`config.mk`:
```
export PLATFORM = sky130hd
export DESIGN_NAME = pc_fetch_unit
export DESIGN_NICKNAME = d
export VERILOG_FILES = /design/src/rtl/pc_fetch_unit.sv
export SDC_FILE = /design/constraint.sdc
export NUM_CORES = 1
export LEC_CHECK = 0
export ABC_AREA = 0
export CAP_MARGIN = 25
export CORE_ASPECT_RATIO = 1.75
export CORE_UTILIZATION = 45
export DETAILED_ROUTE_END_ITERATION = 10
export GPL_TIMING_DRIVEN = 1
export MAX_ROUTING_LAYER = met4
export PLACE_DENSITY = 0.94
export RECOVER_POWER = 25
export SLEW_MARGIN = 20
export SYNTH_ARGS = -nofsm -noshare
export SYNTH_HDL_FRONTEND = slang
export SYNTH_SLANG_ARGS = --single-unit
export TNS_END_PERCENT = 10
```
`constraint.sdc`:
```
create_clock -name clk -period 5.5 [get_ports clk]
set_input_delay 0.825 -clock clk [delete_from_list [all_inputs] [get_ports clk]]
set_output_delay 0.825 -clock clk [all_outputs]
set_load 0.03 [all_outputs]
```
`src/rtl/pc_fetch_unit.sv`:
```
// ---------------------------------------------------------------------------
// pc_fetch_unit
//   Fetch-stage program counter and instruction-memory requester. Keeps the
//   architectural PC and issues one request at a time on a req/gnt/rvalid bus.
//   It applies downstream stalls and branch redirects, and presents pc_out,
//   instr_out and instr_valid to the PC delay stage.
//
// Ports
//   clk, rst_n             rising-edge clock, asynchronous active-low reset
//   en                     start/continue fetching (0 parks the unit in IDLE)
//   stall                  downstream busy: hold outputs, no new request
//   br_taken, br_target    one-cycle redirect pulse and its target PC
//   imem_req, imem_addr    request valid and address (address = pc)
//   imem_gnt               request accepted this cycle
//   imem_rvalid, imem_rdata  response valid and instruction
//   pc_out, instr_out      PC and instruction of the last accepted fetch
//   instr_valid            pc_out/instr_out valid
//   flush_out              one-cycle pulse after a redirect outside IDLE
//
// Optional build macro
//   PC_FETCH_PERF_EN       adds saturating fetch_cnt / squash_cnt outputs
// ---------------------------------------------------------------------------
module pc_fetch_unit #(
  parameter int unsigned     PC_W     = 16,
  parameter int unsigned     INSTR_W  = 32,
  parameter int unsigned     PC_INC   = 1,
  parameter logic [PC_W-1:0] RESET_PC = '0
) (
  input  logic               clk,
  input  logic               rst_n,
  input  logic               en,
  input  logic               stall,
  input  logic               br_taken,
  input  logic [PC_W-1:0]    br_target,
  output logic               imem_req,
  output logic [PC_W-1:0]    imem_addr,
  input  logic               imem_gnt,
  input  logic               imem_rvalid,
  input  logic [INSTR_W-1:0] imem_rdata,
  output logic [PC_W-1:0]    pc_out,
  output logic [INSTR_W-1:0] instr_out,
  output logic               instr_valid,
`ifdef PC_FETCH_PERF_EN
  output logic [15:0]        fetch_cnt,
  output logic [15:0]        squash_cnt,
`endif
  output logic               flush_out
);

  typedef enum logic [1:0] {
    ST_IDLE  = 2'd0,
    ST_ISSUE = 2'd1,
    ST_WAIT  = 2'd2
  } state_e;

  localparam logic [PC_W-1:0] PC_INC_V = PC_W'(PC_INC);

  state_e             state_q, state_d;
  logic [PC_W-1:0]    pc_q, pc_d;
  logic [PC_W-1:0]    pc_out_q, pc_out_d;
  logic [INSTR_W-1:0] instr_out_q, instr_out_d;
  logic               instr_valid_q, instr_valid_d;
  logic               flush_q, flush_d;
  logic               squash_q, squash_d;
  logic               capture_s;
  logic               drop_s;

`ifdef PC_FETCH_PERF_EN
  logic [15:0]        fetch_cnt_q, fetch_cnt_d;
  logic [15:0]        squash_cnt_q, squash_cnt_d;
`endif

  // Request is decoded from registered state, so the address (pc_q) cannot
  // move while a request waits for its grant unless a redirect arrives.
  assign imem_req    = (state_q == ST_ISSUE) && !stall;
  assign imem_addr   = pc_q;
  assign pc_out      = pc_out_q;
  assign instr_out   = instr_out_q;
  assign instr_valid = instr_valid_q;
  assign flush_out   = flush_q;

  // Next-state and datapath decode for the fetch FSM.
  always_comb begin
    state_d       = state_q;
    pc_d          = pc_q;
    pc_out_d      = pc_out_q;
    instr_out_d   = instr_out_q;
    instr_valid_d = instr_valid_q;
    flush_d       = 1'b0;
    squash_d      = squash_q;
    capture_s     = 1'b0;
    drop_s        = 1'b0;

    case (state_q)
      ST_IDLE: begin
        if (en) state_d = ST_ISSUE;
        else    state_d = ST_IDLE;
      end
      ST_ISSUE: begin
        if (imem_req && imem_gnt) state_d = ST_WAIT;
        else if (!en)             state_d = ST_IDLE;
        else                      state_d = ST_ISSUE;
      end
      ST_WAIT: begin
        // An outstanding response always completes, regardless of en.
        if (imem_rvalid) begin
          state_d  = ST_ISSUE;
          squash_d = 1'b0;
          if (squash_q || br_taken) drop_s    = 1'b1;
          else                      capture_s = 1'b1;
        end else begin
          state_d = ST_WAIT;
        end
      end
      default: state_d = ST_IDLE;
    endcase

    if (capture_s) begin
      pc_out_d      = pc_q;
      instr_out_d   = imem_rdata;
      instr_valid_d = 1'b1;
      pc_d          = pc_q + PC_INC_V;
    end else if (stall) begin
      instr_valid_d = instr_valid_q;
    end else begin
      instr_valid_d = 1'b0;
    end

    // Redirect wins over stall and the sequential update. A request that is
    // in flight after this cycle must have its response discarded.
    if (br_taken) begin
      pc_d          = br_target;
      instr_valid_d = 1'b0;
      if (state_q != ST_IDLE) flush_d = 1'b1;
      else                    flush_d = 1'b0;
      if (((state_q == ST_ISSUE) && imem_req && imem_gnt) ||
          ((state_q == ST_WAIT) && !imem_rvalid)) begin
        squash_d = 1'b1;
      end else begin
        squash_d = squash_d;
      end
    end else begin
      pc_d = pc_d;
    end
  end

`ifdef PC_FETCH_PERF_EN
  assign fetch_cnt  = fetch_cnt_q;
  assign squash_cnt = squash_cnt_q;

  // Saturating counters of accepted and discarded responses.
  always_comb begin
    fetch_cnt_d  = fetch_cnt_q;
    squash_cnt_d = squash_cnt_q;
    if (capture_s && (fetch_cnt_q != 16'hFFFF)) fetch_cnt_d = fetch_cnt_q + 16'd1;
    else                                        fetch_cnt_d = fetch_cnt_q;
    if (drop_s && (squash_cnt_q != 16'hFFFF))   squash_cnt_d = squash_cnt_q + 16'd1;
    else                                        squash_cnt_d = squash_cnt_q;
  end
`endif

  // All state registers; reset drops any outstanding transaction.
  always_ff @(posedge clk or negedge rst_n) begin
    if (!rst_n) begin
      state_q       <= ST_IDLE;
      pc_q          <= RESET_PC;
      pc_out_q      <= '0;
      instr_out_q   <= '0;
      instr_valid_q <= 1'b0;
      flush_q       <= 1'b0;
      squash_q      <= 1'b0;
`ifdef PC_FETCH_PERF_EN
      fetch_cnt_q   <= 16'd0;
      squash_cnt_q  <= 16'd0;
`endif
    end else begin
      state_q       <= state_d;
      pc_q          <= pc_d;
      pc_out_q      <= pc_out_d;
      instr_out_q   <= instr_out_d;
      instr_valid_q <= instr_valid_d;
      flush_q       <= flush_d;
      squash_q      <= squash_d;
`ifdef PC_FETCH_PERF_EN
      fetch_cnt_q   <= fetch_cnt_d;
      squash_cnt_q  <= squash_cnt_d;
`endif
    end
  end

endmodule
```
==> flow_summary.yaml <==
timing:
  skew_ns: 0.00813
  grt_setup_unrepaired: "no"
  fmax_mhz: 329
  hold_viol: 0
  fin_crit_sh_pct: 55.3
  worst_slew_pin_slew_ns: 0.837
  final.setup.tns_ns: 0
  slew_violations: 0
  setup-violations-final: 0
  fin_crit_ns: 3.04
  timing.hold.ws_ns: 0.506
  relSlewSlack_pct: 44.2
worst_hold_path:
  min_path_type: "reg2reg"
finish:
  n_fill_cell: 437
  synthToLayoutAreaGrowth_pct: 51.6
  diodes: 0
  nNetsFinal: 409
  drive_above_1_share_pct: 20.4
clock_network:
  tritoncts: "yes"
  htreeDepth: 3
  post_cts_buffers: 0
  numCtsBuffers: 9
  cts.clk_slew.worst_paths_ns: 0.07
  cts_resized: 0
  clock_latency_ns: 0.34
  ctsHoldBuffers: 0
  clk_path_buf_depth: 2
  clock-sinks: 69
  clockRootBuffer: "clkbuf_8"
floorplan:
  ioPinCount: 122
  core_area_sq_um: 6230
  die_x_um: 62.9
  placementRows: 38
  die_area_sq_um: 6840
  start_util_pct: 46.9
  die_h_um: 109
power:
  power_density_nw_per_um2: 425
  power.total_uw: 1880
  p_leak_uw: 0.00187
  ir_worst_vdd_v: 0.000237
placement:
  io_buffer_count: 121
  dp_hpwl_um: 4760
  gp_congestion: 0.830
global_routing:
  antenna_found_initial: 0
  overflow: 0
  grt_pass1_vias: 2334
  grt_use_total_pct: 22.1
  grt_max_degree: 70
  grt_pass1_wl_um: 11100
routing:
  vias: 2233
  antenna_left: 0
  totalWireLength_um: 6570
  drt-initial-drc-count: 75
  drc: 0
  routedWlPerCell_um: 15.0
  dr.pass1.iters: 4
  viasPerCell: 5.10
logic_synthesis:
  yosysTopAreaCell: "dfrtp_1"
  syn_nets: 286
  ys_seq_area_share_pct: 59.1
  ys_types: 33
  netlist_instances: 230
  synth_area_per_cell_sq_um: 12.7
  yosys-top-cells-area: "dfrtp_1 (59%), mux2_2 (18%), o21ai_0 (2.6%)"
  syn_area_sq_um: 2920
  yosysTopAreaCellShare_pct: 59.1
  synth-seq-cells: 69
  yosys_warnings: 0
critical_path:
  worstSetupStartpointType: "input port"
  endpoint_kind: "flip-flop"
  crit_arrival_ns: 3.27
  path_class: "in2reg"
  worstPathMaxFanout: 26
  worstPathRequired_ns: 5.73
outcome:
  status: "completed"
flow_run:
  max_cap_violations: 0
synth_stat cells:
cell type  instances
dfrtp_1           69
mux2_2            48
nand2_1           19
o21ai_0           15
nand4_1            7
nor2_1             6
buf_2              5
clkbuf_1           5
xnor2_1            5
xor2_1             5
inv_1              4
mux2i_1            4
nand3_1            4
a21oi_1            3
a31oi_1            3
nand3b_1           3
nor3_1             3
nor4_1             3
buf_1              2
nand2b_1           2
nor2b_1            2
or3_1              2
a21bo_2            1
a22oi_1            1
and3_1             1
buf_4              1
ha_1               1
nand4bb_1          1
nor3b_1            1
nor4_2             1
nor4bb_1           1
o22ai_1            1
or4_4              1
routing by layer:
layer	routed length (um)	share of wire, %	global-route usage (%)	vias up
met1	2640	40	24.7	1061
met2	3370	51	36.3	95
li1	-	-	-	1065
met4	130	2.0	11.6	0
met3	437	6.6	5.23	12
met5	0	0	-	-
placed cells by master, fill, tap and decap left out, types with 2 or more instances in the layout:
cell	Yosys	routed
mux2i_1	4	4
clkdlybuf4s50_1	0	120
nand2b_1	2	2
nor4_1	3	3
o21ai_0	15	15
nand3_1	4	4
mux2_2	48	48
xor2_1	5	5
a31oi_1	3	3
clkinv_2	0	2
nand3b_1	3	3
or3_1	2	2
nor3_1	3	3
buf_4	1	4
nor2b_1	2	2
nand4_1	7	7
a21oi_1	3	3
xnor2_1	5	5
nor2_1	6	5
bufinv_16	0	2
inv_1	4	4
dfrtp_1	69	69
clkbuf_8	0	10
nand2_1	19	19
critical path, stage by stage:
cell             delay, ns
clkdlybuf4s50_1       0.55
nand4bb_1             0.38
nor2_4                0.70
buf_4                 0.42
mux2_2                0.38
per-stage QoR:
stage,util (%),instance area [sq um],std cells,setup WS [ns]
after floorplan,-,2920,230,3.11
after global placement,67.6,4210,422,2.15
after detailed placement,67.6,4210,422,2.05
after CTS,71.2,4430,438,2.42
after global routing,71.2,4430,438,2.22
final,71.2,4430,438,2.46
final timing paths:
| check | startpoint | end | slack, ns | cells past startpoint |
|---|---|---|---|---|
| worst max-delay path | imem_rvalid | instr_out[19] | 2.46 | 5 |
| worst min-delay path | instr_out[14] | instr_out[14] | 0.51 | 1 |
| worst max register to register | state_q[0] | instr_out[19] | 2.95 | 4 |
| worst min register to register | instr_out[14] | instr_out[14] | 0.51 | 1 |
| max in group asynchronous | rst_n | pc_out[15] | 4.28 | 2 |
| min in group asynchronous | rst_n | imem_addr[2] | 0.69 | 2 |
cell families (layout without fill, tap and decap cells):
kind of cell	Yosys count	count (layout)	synth area share, %
xor+xnor	10	10	3.00
buf+inv	17	145	2.52
compound gates	24	24	4.54
simple gates	57	57	10.6
fa+ha+maj	1	1	0.428
flops	69	69	59.1
mux	52	52	19.9
where the power goes:
group / internal, uW / leakage [uW] / switching [uW] / total (uW)
combinational: 339 / 0.000882 / 369 / 709
clock: 267 / 0.000112 / 189 / 455
sequential: 635 / 0.000879 / 83.2 / 718
final cells by class:
type	instances	area, sq um	share of cell area (%)
multi-input cells	144	1130	25.5
clock buffers	10	138	3.10
repair buffers	125	1240	27.9
well taps	80	100	2.26
flip-flops and latches	69	1730	39.0
inverters	4	15.0	0.339
clock inverters	6	86.3	1.95
sequential cells by signal, indices dropped and copies added, names as in the netlist:
register and flops:
instr_out 32, imem_addr 16, pc_out 16, state_q 2, flush_out 1, instr_valid 1
squash_q 1
Power figures use the tool's default switching activity.
